===== src/rtl/fnd_digit_scanner.sv =====
// fnd_digit_scanner: time-multiplexed N-digit 7-segment scan driver.
// A prescaler steps a digit index round-robin; every clock the selected digit's
// value nibble and its one-hot select are registered out toward the decoder.
// Optional leading-zero blanking is compiled in with `define FND_SCAN_BLANK_EN.
module fnd_digit_scanner #(
    parameter int unsigned NUM_DIGITS       = 4,
    parameter int unsigned VALUE_W          = 4,
    parameter int unsigned CLK_DIV          = 100000,
    parameter int unsigned DIGIT_ACTIVE_LOW = 1
) (
    input  logic                            i_clk,
    input  logic                            i_rst_n,
    input  logic                            i_en,
    input  logic [NUM_DIGITS*VALUE_W-1:0]   i_values,
    output logic [NUM_DIGITS-1:0]           o_digit_sel,
    output logic [VALUE_W-1:0]              o_value,
    output logic [$clog2(NUM_DIGITS)-1:0]   o_digit_idx,
    output logic                            o_tick
);

    localparam int unsigned IDX_W = $clog2(NUM_DIGITS);
    localparam int unsigned PRE_W = (CLK_DIV > 1) ? $clog2(CLK_DIV) : 1;
    localparam logic [PRE_W-1:0] PRE_LAST = PRE_W'(CLK_DIV - 1);
    localparam logic [IDX_W-1:0] IDX_LAST = IDX_W'(NUM_DIGITS - 1);
    localparam logic [NUM_DIGITS-1:0] SEL_OFF =
        (DIGIT_ACTIVE_LOW != 0) ? {NUM_DIGITS{1'b1}} : {NUM_DIGITS{1'b0}};

    logic [PRE_W-1:0]      prescaler_q, prescaler_d;
    logic [IDX_W-1:0]      idx_q, idx_d;
    logic [NUM_DIGITS-1:0] digit_sel_q, digit_sel_d;
    logic [VALUE_W-1:0]    value_q, value_d;
    logic [IDX_W-1:0]      digit_idx_q, digit_idx_d;
    logic                  tick_q, tick_d;

    logic                  terminal;
    logic [VALUE_W-1:0]    value_sel;
    logic [NUM_DIGITS-1:0] onehot;
    logic                  blank;

    // Pick the current digit's value nibble and its one-hot position
    always_comb begin
        value_sel = '0;
        onehot    = '0;
        for (int unsigned i = 0; i < NUM_DIGITS; i++) begin
            if (idx_q == IDX_W'(i)) begin
                value_sel = i_values[i*VALUE_W +: VALUE_W];
                onehot[i] = 1'b1;
            end
        end
    end

`ifdef FND_SCAN_BLANK_EN
    logic [IDX_W-1:0] msd;

    // Most significant nonzero digit; digit 0 is the floor so it is never blanked
    always_comb begin
        msd = '0;
        for (int unsigned i = 1; i < NUM_DIGITS; i++) begin
            if (i_values[i*VALUE_W +: VALUE_W] != '0) begin
                msd = IDX_W'(i);
            end
        end
        blank = (idx_q > msd);
    end
`else
    assign blank = 1'b0;
`endif

    assign terminal = (prescaler_q == PRE_LAST);

    // Next-state for prescaler/index and the registered display outputs
    always_comb begin
        prescaler_d = prescaler_q;
        idx_d       = idx_q;
        digit_sel_d = SEL_OFF;
        value_d     = value_q;
        digit_idx_d = digit_idx_q;
        tick_d      = 1'b0;
        if (i_en) begin
            if (terminal) begin
                prescaler_d = '0;
                idx_d       = (idx_q == IDX_LAST) ? '0 : idx_q + 1'b1;
                tick_d      = 1'b1;
            end else begin
                prescaler_d = prescaler_q + 1'b1;
            end
            value_d     = value_sel;
            digit_idx_d = idx_q;
            if (!blank) begin
                digit_sel_d = (DIGIT_ACTIVE_LOW != 0) ? ~onehot : onehot;
            end
        end
    end

    // State and output registers, asynchronously cleared
    always_ff @(posedge i_clk or negedge i_rst_n) begin
        if (!i_rst_n) begin
            prescaler_q <= '0;
            idx_q       <= '0;
            digit_sel_q <= SEL_OFF;
            value_q     <= '0;
            digit_idx_q <= '0;
            tick_q      <= 1'b0;
        end else begin
            prescaler_q <= prescaler_d;
            idx_q       <= idx_d;
            digit_sel_q <= digit_sel_d;
            value_q     <= value_d;
            digit_idx_q <= digit_idx_d;
            tick_q      <= tick_d;
        end
    end

    assign o_digit_sel = digit_sel_q;
    assign o_value     = value_q;
    assign o_digit_idx = digit_idx_q;
    assign o_tick      = tick_q;

endmodule

===== config.mk =====
export PLATFORM = sky130hd
export DESIGN_NAME = fnd_digit_scanner
export DESIGN_NICKNAME = d
export VERILOG_FILES = /design/src/rtl/fnd_digit_scanner.sv
export SDC_FILE = /design/constraint.sdc
export NUM_CORES = 1
export LEC_CHECK = 0
export CORE_AREA = 2 2 74 76
export CTS_CLUSTER_DIAMETER = 100
export DETAILED_ROUTE_END_ITERATION = 12
export DIE_AREA = 0 0 76 78
export HOLD_SLACK_MARGIN = 0.03
export PLACE_DENSITY_LB_ADDON = 0.3
export SLEW_MARGIN = 40
export SYNTH_ARGS = -nofsm -noshare
export SYNTH_HDL_FRONTEND = slang
export SYNTH_SLANG_ARGS = --single-unit

===== constraint.sdc =====
create_clock -name i_clk -period 2 [get_ports i_clk]
set_input_delay 0.4 -clock i_clk [delete_from_list [all_inputs] [get_ports i_clk]]
set_output_delay 0.4 -clock i_clk [all_outputs]
set_load 0.01 [all_outputs]

==> summary.md <==
| Metric | Value |
|---|---|
| Status | `finished, final reports clean` |
| CP required | `roughly 2.2 ns` |
| Synth Warn # | `0` |
| Final wirelength | `~2900 um` |
| CP max stage delay | `0.53 ns` |
| Startpoint types | `input port` |
| Number of synthesized flops with an enable pin | `0` |
| Vias | `approximately 1.1k` |
| Clk slew on worst S/H paths | `0.06 ns` |
| Fillers | `515` |
| Hold Path Class | `input port to asynchronous set/reset pin` |
| Layout Nets | `slightly above 200` |
| DR pass1 iterations | `4` |
| Post-Synth Adder-Cell Area | `0.0418` |
| Most instantiated library cell after synthesis | `dfrtp_1` |
| Grt ovf | `0` |
| #FFs+latches synth | `30` |
| Layout cells sized above 1 | `0.126` |
| Slew HR | `0.751` |
| Reg2reg setup slack | `0.28 ns` |
| Sw Pwr | `between 0.4 and 0.5 mW` |
| Worst Setup Path Type | `input port to register` |
| Post-DP Area | `1900 um2` |
| Final setup vio count | `0` |
| Clock root buffer | `clkbuf_8` |
| Pint | `1.12 mW` |
| Pwr Density | `788 nW/um2` |
| Core Footprint | `5040 um2` |
| Xor and xnor area share after synthesis | `0.0937` |
| IO Count | `30` |
| Row count | `26` |
| Max Cap Viol | `0` |
| H-tree levels | `2` |
| DR WL/cell | `approximately 11 um` |
| Compound-Gate Fraction of Synth Area | `0.0619` |
| Initial core utilization | `0.297` |
| FF+latch area | `756 um2` |
| Post-synthesis mux area share | `0.0393` |
| Largest net degree at the start of global routing | `31` |
| Setup Buffers After CTS | `0` |
| Multi-input gate area in the final layout | `679 um2` |
| TritonCTS buffer count | `5` |
| Cells after Synth | `144` |
| P_leak | `0.845 nW` |
| Crit path cell chain | `clkdlybuf4s50_1 -> nand4_4 -> or3_4 -> nor3_4 -> mux2_1` |
| Combinational family with the most area after synthesis | `simple AND/OR/NAND/NOR gates` |
| Worst Max-Slew Pin Slew | `0.374 ns` |
| Clock sink total | `30` |
| Seq/Total Area, Yosys | `0.505` |
| Synth top area share | `0.435` |
| Vias in the first global route | `1,201` |
| Max Fclk | `~570 MHz` |
| Peak VDD IR | `approximately 0.5 mV` |
| Post-Route Setup TNS | `0 ns` |
| 1st-iter DRT viols | `26` |
| Vias per inst | `4.38` |
| CP max-delay cell | `clkdlybuf4s50_1` |
| Worst skew pair latency | `0.28 ns` |
| Post-CTS Resized | `0` |
| Port-buffer cells | `29` |
| Setup Skew | `0.00554 ns` |
| Drt drc | `0` |
| Setup crit end kind | `register` |
| Detailed Place HPWL | `2120 um` |
| RD Place Congestion | `0.732` |
| Final Hold Violating Endpoints | `0` |
| Post-CTS Hold Buffers | `0` |
| Pins Over Slew Limit | `0` |
| Switch share | `0.284` |
| Post-layout min period | `1.76 ns` |
| CTS tree | `yes` |
| Synth cell types | `30` |
| CTS max path bufs | `2` |
| Clock share of power | `0.309` |
| Overall Global Routing Usage | `0.112` |
| Post-synth top cells | `dfrtp_1 (26), nand2_1 (18), nor2_1 (18)` |
| Syn Std Cell Area | `1500 um2` |
| Antenna Violating Nets Remaining | `0` |
| Die area | `5930 um2` |
| Syn_area_per_cell | `around 10 um2` |
| Antenna cells | `0` |
| P&R area growth vs syn | `32.8%` |
| Combinational Power Share | `0.177` |
| Final Cell Area | `1990 um2` |
| Initial antenna violation count | `0` |
| Syn_nets | `168` |
| RSZ-0062 raised after global routing | `false` |
| Biggest area consumer among synthesized cells | `dfrtp_1` |
| Largest fanout on the critical path | `3` |
| Final cycle utilization of the critical path | `0.882` |
| Synth top area cells | `dfrtp_1 (44%), dfstp_2 (7.0%), xnor2_1 (6.4%), nand2_1 (4.5%), nor2_1 (4.5%)` |
| Die Ht | `approximately 78 um` |
| Simple-gate share of the synthesized area | `0.218` |
| Chip Width | `76 um` |
| Primary FF master, synth | `dfrtp_1` |
| Sequential share of power | `0.514` |
| Global-route wire length before repair | `5250 um` |
| Worst EP arrival | `roughly 1.9 ns` |
| Ys async rst share | `1.00` |
-- area by class of cell --
type / instances / share of cell area
repair buffers: 36 / 0.173
multi-input cells: 100 / 0.342
inverters: 8 / 0.0151
clock buffers: 8 / 0.0454
flip-flops and latches: 30 / 0.381
well taps: 70 / 0.0441
-- placed cells by master, fill, tap and decap left out, drive strengths merged --
cell type      synthesis  layout
nand4b                 1       1
dfstp                  4       4
clkbuf                 4       8
nor2                  18      18
nor2b                  1       1
a21oi                  1       1
buf                    2       7
a221oi                 3       3
a211o                  3       3
mux2                   4       4
and4                   2       2
ha                     5       5
nand2                 18      18
a31oi                  4       4
xnor2                 11      11
xor2                   5       5
dfrtp                 26      26
mux2i                  1       1
nor4b                  1       1
nor3                   6       6
nor4                   3       3
nand4                 10      10
o21ai                  2       2
clkdlybuf4s50          0      29
or3                    1       1
inv                    8       8
-- metrics by stage --
stage / hold slack [ns] / utilization / setup WS, ns / std cells / power (mW)
CTS: 0.514 / 0.394 / 0.240 / 252 / 1.59
global placement: 0.487 / 0.376 / -0.0387 / 244 / 1.09
finish: 0.503 / 0.394 / 0.235 / 252 / 1.56
floorplan: 0.104 / - / 0.198 / 144 / 0.962
global route: 0.540 / 0.394 / 0.161 / 252 / 1.67
detailed placement: 0.500 / 0.376 / -0.0548 / 244 / 1.10
-- power by group through the flow --
| stage | Combinational [mW] | Clock (mW) | Sequential, mW |
|---|---|---|---|
| global placement | 0.279 | 0 | 0.810 |
| global route | 0.327 | 0.526 | 0.820 |
| CTS | 0.283 | 0.505 | 0.804 |
| finish | 0.277 | 0.483 | 0.804 |
| floorplan | 0.184 | 0 | 0.778 |
| detailed placement | 0.282 | 0 | 0.814 |
-- critical path, delay by kind of cell --
kind                   cells  cell delay (ns)
buffers and inverters      1             0.53
AND/OR/NAND/NOR            3             0.66
multiplexers               1             0.34
-- registers in the layout, indices dropped and copies added, names as in the netlist --
signal,cells
o_digit_idx,2
idx_q,2
o_digit_sel,4
o_tick,1
prescaler_q,17
o_value,4
-- logic make-up after synthesis --
group           Yosys count
flops                    30
fa+ha+maj                 5
compound gates           13
xor+xnor                 16
simple gates             61
buf+inv                  14
mux                       5
-- final timing paths --
kind / from / endpoint / cells past startpoint
worst max-delay path: i_en / idx_q[0] / 5
worst min-delay path: i_rst_n / o_value[0] / 2
worst max register to register: prescaler_q[0] / idx_q[0] / 5
worst min register to register: prescaler_q[14] / prescaler_q[14] / 1
max in group asynchronous: i_rst_n / o_digit_sel[3] / 2
min in group i_clk: prescaler_q[14] / prescaler_q[14] / 1
-- per-layer routing --
| metal | track usage | vias up | share of wire |
|---|---|---|---|
| met5 | 0 | - | 0 |
| met4 | 0.0600 | 0 | 0.019 |
| met3 | 0.0337 | 5 | 0.037 |
| met2 | 0.174 | 15 | 0.46 |
| met1 | 0.140 | 513 | 0.49 |
| li1 | - | 571 | - |
No activity file was read; power rests on OpenSTA's default activity.
